**config.mk**
```make
export PLATFORM = sky130hd
export DESIGN_NAME = controle_duty_pwm
export DESIGN_NICKNAME = d
export VERILOG_FILES = /design/src/rtl/controle_duty_pwm.sv
export SDC_FILE = /design/constraint.sdc
export NUM_CORES = 1
export LEC_CHECK = 0
export ABC_CLOCK_PERIOD_IN_PS = 2200
export BUFFER_PORTS_ARGS = -buffer_cell sky130_fd_sc_hd__clkbuf_2
export CAP_MARGIN = 15
export CORE_MARGIN = 5
export CORE_UTILIZATION = 25
export DETAILED_ROUTE_END_ITERATION = 8
export MAX_ROUTING_LAYER = met4
export SYNTH_ARGS = -nofsm -noshare
export SYNTH_HDL_FRONTEND = slang
export SYNTH_SLANG_ARGS = --single-unit
```
**constraint.sdc**
```tcl
create_clock -name clock -period 2.2 [get_ports clock]
set_clock_uncertainty 0.1 [all_clocks]
set_input_delay 0.44 -clock clock [delete_from_list [all_inputs] [get_ports clock]]
set_output_delay 0.44 -clock clock [all_outputs]
set_load 0.005 [all_outputs]
```
**src/rtl/controle_duty_pwm.sv**
```systemverilog
// controle_duty_pwm
//  Turns the enable/direction pair coming from the button FSM into a duty-cycle
//  setpoint with press-and-hold auto-repeat, and drives a glitch-free PWM output
//  from that setpoint.
//
//  Ports:
//    clock              in   system clock, rising edge
//    reset              in   asynchronous, active-high
//    habilitar_contagem in   1 = step request active (button held)
//    modo_contagem      in   0 = increment, 1 = decrement
//    pwm                out  PWM output, registered
//    duty               out  current setpoint [LARGURA-1:0], registered
//    limite             out  registered, 1 when duty is 0 or MAX
//
//  Configuration macro: DUTY_WRAP_EN
//    defined   - a step taken while already at a limit wraps to the other limit
//    undefined - pure saturation at both limits
module controle_duty_pwm #(
  parameter int unsigned LARGURA      = 8,
  parameter int unsigned PASSO        = 16,
  parameter int unsigned REPETICAO    = 25000000,
  parameter int unsigned DUTY_INICIAL = 0
) (
  input  logic               clock,
  input  logic               reset,
  input  logic               habilitar_contagem,
  input  logic               modo_contagem,
  output logic               pwm,
  output logic [LARGURA-1:0] duty,
  output logic               limite
);

  localparam logic [LARGURA-1:0] MAX          = {LARGURA{1'b1}};
  localparam logic [LARGURA:0]   MAX_EXT      = {1'b0, MAX};
  localparam logic [LARGURA:0]   PASSO_EXT    = (LARGURA + 1)'(PASSO);
  localparam int unsigned        RW           = $clog2(REPETICAO);
  localparam logic [RW-1:0]      REP_RECARGA  = RW'(REPETICAO - 1);
  localparam logic [LARGURA-1:0] DUTY_RESET   = LARGURA'(DUTY_INICIAL);
  localparam logic               LIMITE_RESET = (DUTY_RESET == '0) || (DUTY_RESET == MAX);

  typedef enum logic {StParado, StRepetindo} estado_t;

  estado_t            estado;
  logic [RW-1:0]      rep;
  logic               modo_reg;
  logic [LARGURA-1:0] duty_ativo;
  logic [LARGURA-1:0] cnt;

  logic [LARGURA:0]   soma;
  logic [LARGURA:0]   diferenca;
  logic [LARGURA-1:0] duty_passo;
  logic               pedir_passo;

  // Next setpoint if a step is taken now; always in the currently requested direction.
  always_comb begin
    soma       = {1'b0, duty} + PASSO_EXT;
    diferenca  = {1'b0, duty} - PASSO_EXT;
    duty_passo = duty;
    if (!modo_contagem) begin
      if (duty == MAX) begin
`ifdef DUTY_WRAP_EN
        duty_passo = '0;
`else
        duty_passo = MAX;
`endif
      end else if (soma > MAX_EXT) begin
        duty_passo = MAX;
      end else begin
        duty_passo = soma[LARGURA-1:0];
      end
    end else begin
      if (duty == '0) begin
`ifdef DUTY_WRAP_EN
        duty_passo = MAX;
`else
        duty_passo = '0;
`endif
      end else if (diferenca[LARGURA]) begin
        // Borrow out of the extended subtraction means we went below zero.
        duty_passo = '0;
      end else begin
        duty_passo = diferenca[LARGURA-1:0];
      end
    end
  end

  // A direction change while held forces an immediate step and restarts the repeat timer.
  always_comb begin
    pedir_passo = 1'b0;
    unique case (estado)
      StParado:    pedir_passo = habilitar_contagem;
      StRepetindo: pedir_passo = habilitar_contagem &&
                                 ((modo_contagem != modo_reg) || (rep == '0));
      default:     pedir_passo = 1'b0;
    endcase
  end

  // Step FSM with registered setpoint and limit flag.
  always_ff @(posedge clock or posedge reset) begin
    if (reset) begin
      estado   <= StParado;
      duty     <= DUTY_RESET;
      limite   <= LIMITE_RESET;
      rep      <= '0;
      modo_reg <= 1'b0;
    end else begin
      if (pedir_passo) begin
        duty     <= duty_passo;
        limite   <= (duty_passo == '0) || (duty_passo == MAX);
        rep      <= REP_RECARGA;
        modo_reg <= modo_contagem;
      end
      unique case (estado)
        StParado: begin
          if (habilitar_contagem) estado <= StRepetindo;
        end
        StRepetindo: begin
          if (!habilitar_contagem) begin
            estado <= StParado;
          end else if (!pedir_passo) begin
            rep <= rep - 1'b1;
          end
        end
        default: estado <= StParado;
      endcase
    end
  end

  // PWM: period of MAX clocks; the setpoint is latched only at the wrap so a
  // period in progress is never disturbed.
  always_ff @(posedge clock or posedge reset) begin
    if (reset) begin
      cnt        <= '0;
      duty_ativo <= DUTY_RESET;
      pwm        <= 1'b0;
    end else begin
      if (cnt == MAX - 1'b1) begin
        cnt        <= '0;
        duty_ativo <= duty;
      end else begin
        cnt <= cnt + 1'b1;
      end
      pwm <= (cnt < duty_ativo);
    end
  end

endmodule

```
## Yosys cells after proc, flatten, opt, wreduce, memory -nomap -nowiden

Cells that the tools add are included.

| storage, ports and cells | value |
|---|---|
| register bits after elaboration | 53 |
| bits of input ports | 4 |
| output and inout bits | 10 |

| operators by class | value |
|---|---|
| add/sub/neg operators | 4 |
| $lt $le $gt $ge | 2 |
| equality and inequality tests | 4 |
| muxes and demuxes | 12 |
| bitwise operators | 1 |
| reduce and logical (&&, ||, !) cells | 6 |

Operators with widths:

| kind | number |
|---|---|
| 2-to-1 mux 25 bit | 4 |
| 2-to-1 mux 8 bit | 6 |
| logical NOT 25 bit | 1 |
| subtractor 25 x 1 -> 25 bit (second input constant) | 1 |
| equality test 8 bit (second input constant) | 3 |
| logical NOT 8 bit | 2 |
| adder 8 x 5 -> 9 bit (second input constant) | 1 |
| greater-than comparator 9 x 8 -> 1 bit (second input constant) | 1 |
| subtractor 8 x 5 -> 9 bit (second input constant) | 1 |
| adder 8 x 1 -> 8 bit (second input constant) | 1 |
| < comparator 8 bit | 1 |
| logical OR 1 bit | 2 |
| case mux 1 bit (2 select lines) | 1 |
| logical AND 1 bit | 1 |
| 2-to-1 mux 1 bit | 1 |
| != test 1 bit | 1 |
| NOT 1 bit | 1 |

## Longest topological paths before layout

| logic depth | value |
|---|---|
| depth in word-level cells | 8 |
| mapped depth | 10 |
| gate-level depth less buffers | 8 |

## Worst setup path after synthesis

Ideal clock, no wire load.

| timing path | value |
|---|---|
| path kind | flip-flop to flip-flop |
| start | register rep[14] |
| end | register duty[0] |
| library setup time | 128 ps |
| data arrival time | 1810 ps |
| path slack | 162 ps |
| stages on the path, launching flop included | 8 |
| buffers on the path | 1 |
| clock period less this slack | 2038 ps |
| path through | dfrtp_1 nor4_2 nand2_2 o311a_1 nand2b_4 buf_6 o31ai_2 o21ai_1 |

| on the way | value |
|---|---|
| word-level cells in the longest chain between the ends | 4 |

RTL lines:

| element | line | source |
|---|---|---|
| start: declaration | 44 | `logic [RW-1:0] rep;` |
| start signal: assignment | 121 | `rep <= rep - 1'b1;` |
| logical NOT 25 bit | 93 | `((modo_contagem != modo_reg) \|\| (rep == '0));` |
| logical OR 1 bit | 93 |  |
| logical AND 1 bit | 92 | `StRepetindo: pedir_passo = habilitar_contagem &&` |
| case mux 1 bit (2 select lines) | 90 | `unique case (estado)` |
| end signal: assignment | 108 | `duty <= duty_passo;` |
| end: declaration | 29 | `output logic [LARGURA-1:0] duty,` |

Every way passes these cells.
A chain may end at the register's enable or synchronous reset.

## Worst setup path after layout

| timing path | value |
|---|---|
| start | register duty[5] |
| end | register limite |

| on the way | value |
|---|---|
| word-level cells in the longest chain between the ends | 7 |
| elaborated cells on any way between the ends | 13 |
| those cells by class | add/sub (2); order compare (1); eq/ne (2); mux (5); reduce/logical (3) |

RTL lines:

| element | line | source |
|---|---|---|
| adder 8 x 5 -> 9 bit | 56 | `soma = {1'b0, duty} + PASSO_EXT;` |
| greater-than comparator 9 x 8 -> 1 bit | 66 | `end else if (soma > MAX_EXT) begin` |
| 2-to-1 mux 8 bit | 66 |  |
| 2-to-1 mux 8 bit | 60 | `if (duty == MAX) begin` |
| 2-to-1 mux 8 bit * | 59 | `if (!modo_contagem) begin` |
| equality test 8 bit / logical NOT 8 bit (equally long branches) | 109 | `limite <= (duty_passo == '0) \|\| (duty_passo == MAX);` |
| logical OR 1 bit * | 109 |  |
| end signal: assignment | 109 |  |
| end: declaration | 30 | `output logic limite` |

Mark *: on every way between the ends. The rest lies on a longest branch, timed or not.

==> results.cfg <==
[setup_path]
end_kind = flip-flop
crit_fanout = 6
critical_path_class = flip-flop to flip-flop
ff2ff_setup_slack_ns = 0.06
cp.arrival_ns = 2.27
path_cells = ha_1 > xnor2_1 > nor4b_1 > a32oi_1 > a221oi_1 > mux2i_1 > o21ai_1
critPathLaunchType = flip-flop
crit_buf_inv = 0
crit_path_top_delay_cell = dfrtp_1
critical-path-top-delay-family = compound AO/OA/AOI/OAI gates
max_stage_delay_ns = 0.43
cp.required_ns = 2.33

[detailed_routing]
antenna_left = 0
wl_um = 5720
vias = 2131
drc = 0
drtIter0Drc = 57
first_pass_iters = 4
wl_per_cell_um = 12.0
vias_per_cell = 4.49

[power_and_ir_drop]
powerDensity_nw_per_um2 = 812
switching_power_mw = 0.840
power_switching_share_pct = 30.4
p_total_mw = 2.77
power_leakage_nw = 1.41
power_frac_comb_pct = 25.3
pwr-share-seq_pct = 41.7
ir_drop_v = 0.000580
intPower_mw = 1.93
pwr-share-clk_pct = 32.9

[global_route]
grt_pass1_vias = 2160
grt_max_degree = 54
grt_usage_pct = 8.89
grt-ovfl-total = 0
grt_pass1_wl_um = 10100
antenna_found_initial = 0

[placement]
gp_congestion = 0.887
dp_hpwl_um = 4120
portBuffers = 13
pre_cts_ws_ns = 0.0817
dpl.cell_count = 466

[cts]
insertion_delay_ns = 0.29
cts_root_buf = clkbuf_16
cts_hold_buf = 0
tritoncts = built
clkTransAtPathRegs_ns = 0.07
cts_made_buffers = 5
cts.sinks = 53
cts_buffer_depth = 2
cts_max_level = 2

[floorplan]
rows = 39
core-area_um2 = 11400
die_area_um2 = 13800
io_pins = 14
start_util_pct = 25.4
die_y_um = 118
die_w_um = 118

[sta]
clock.fmax_mhz = 467
maxSlewHeadroom_pct = 76.8
fin_crit_ns = 2.14
finalHoldViolCount = 0
setup_slack_ns = 0.0591
finalCritPeriodShare_pct = 97.3
slew_violations = 0
finalSetupViolCount = 0
max_slew.worst_pin.slew_ns = 0.343

[cells_and_area]
fin_nets = 349
largest_reg_flops = 25
regMostFlops = rep
multi_input_area_um2 = 1450
fill_cells = 1178
ff_latch_area_um2 = 1330
drive_above_1_share_pct = 17.2
mostFrequentLayoutCells = dfrtp_1, nand2_1, nor2_1, xnor2_1, buf_4
num_antenna_cells = 0
area_growth_pct = 17.8
fin_cells = 475
final_common_cell = dfrtp_1

[yosys]
synth_ff_type = dfrtp_1
yosys_warnings = 0
syn_nets = 323
netlist-cell-type-count = 51
avgSynthCellArea_um2 = 9.48
async_flop_share_pct = 100
synth_edf_count = 0
synth-seq-cells = 53
synthCells = 305
netlist_area_um2 = 2890
synth_seq_area_share_pct = 45.9

[hold_path]
hold_class = input port to async pin

[job]
maxCapViolCount = 0

[run_status]
status = finished, final reports clean
final cells by class:
class,count,share of cell area (%)
multi-input combinational,224,42.6
sequential,53,38.9
timing repair buffer,31,6.24
tap,143,5.25
clock buffer,6,4.07
inverter,16,1.76
clock inverter,2,1.10
cell families (layout without fill, tap and decap cells):
logic type / Yosys count / in the layout / synth area share [%]
AND/OR/NAND/NOR: 132 / 132 / 23.2
multiplexers: 4 / 4 / 1.47
XOR/XNOR: 28 / 28 / 8.48
adder cells (fa/ha/maj): 14 / 14 / 6.06
buffers and inverters: 28 / 55 / 4.41
AO/OA/AOI/OAI: 46 / 46 / 10.5
flip-flops: 53 / 53 / 45.9
synth_stat cells, types with 2 or more instances:
master,count,area (µm²)
o21ai_0,16,80.1
mux2i_1,2,20.0
dfrtp_1,52,1300
a32oi_1,2,17.5
nand2_1,43,161
nor4_1,3,18.8
mux2_2,2,22.5
a211oi_1,3,22.5
ha_1,14,175
buf_2,3,15.0
xor2_1,10,87.6
nand4_1,3,18.8
xnor2_1,18,158
nor3b_2,2,25.0
a21oi_1,4,20.0
a31oi_1,2,12.5
buf_6,2,22.5
nor2_1,39,146
or3_1,4,25.0
and3_1,5,31.3
a21o_1,5,37.5
o21a_1,2,15.0
inv_1,16,60.1
nor2b_1,2,12.5
nor4_2,2,25.0
clkbuf_1,6,22.5
nor3_1,4,20.0
a221oi_1,2,17.5
o21ai_1,3,15.0
nand3_1,9,45.0
nand2b_1,5,31.3
tightest hold or removal path, cell delays in order:
cell	delay, ns
clkbuf_2	0.09
inv_2	0.06
buf_12	0.26
metal layers:
metal  vias to the layer above  part of all wire [%]  GRT usage, %
met4                         0                   1.1          2.08
li1                       1083                     -             -
met3                         8                   3.4          2.21
met5                         -                     0             -
met1                      1005                    46          11.1
met2                        35                    49          14.6
stage by stage:
stage / util (%) / TNS (ns) / area [µm²] / hold WS [ns]
2_1_floorplan: - / 0 / 2890 / 0.354
3_3_place_gp: 28.2 / 0 / 3210 / 0.382
3_5_place_dp: 28.2 / 0 / 3210 / 0.379
4_1_cts: 29.8 / 0 / 3390 / 0.0878
5_1_grt: 30.0 / -0.0673 / 3410 / 0.0964
6_report: 30.0 / 0 / 3410 / 0.0768
power by group through the flow:
| stage | sequential [mW] | clock, mW | combinational (mW) |
|---|---|---|---|
| after floorplan | 1.14 | 0 | 0.440 |
| after global placement | 1.17 | 0 | 0.708 |
| after detailed placement | 1.17 | 0 | 0.704 |
| after CTS | 1.16 | 0.937 | 0.706 |
| after global routing | 1.17 | 0.992 | 0.780 |
| final | 1.16 | 0.911 | 0.701 |
path summary, 6_finish.rpt:
check	end	start	depth (start not counted)
worst max-delay path	limite	duty[5]	7
worst min-delay path	rep[16]	reset	3
worst max register to register	limite	duty[5]	7
worst min register to register	limite	limite	2
max in group asynchronous	limite	reset	3
min in group clock	estado	habilitar_contagem	2
timing repair:
item	in CTS	in global routing
buffers inserted	0	1
gates resized for setup	0	2
setup endpoints to repair	0	10
Note: power is estimated with default switching activity, not from simulation.
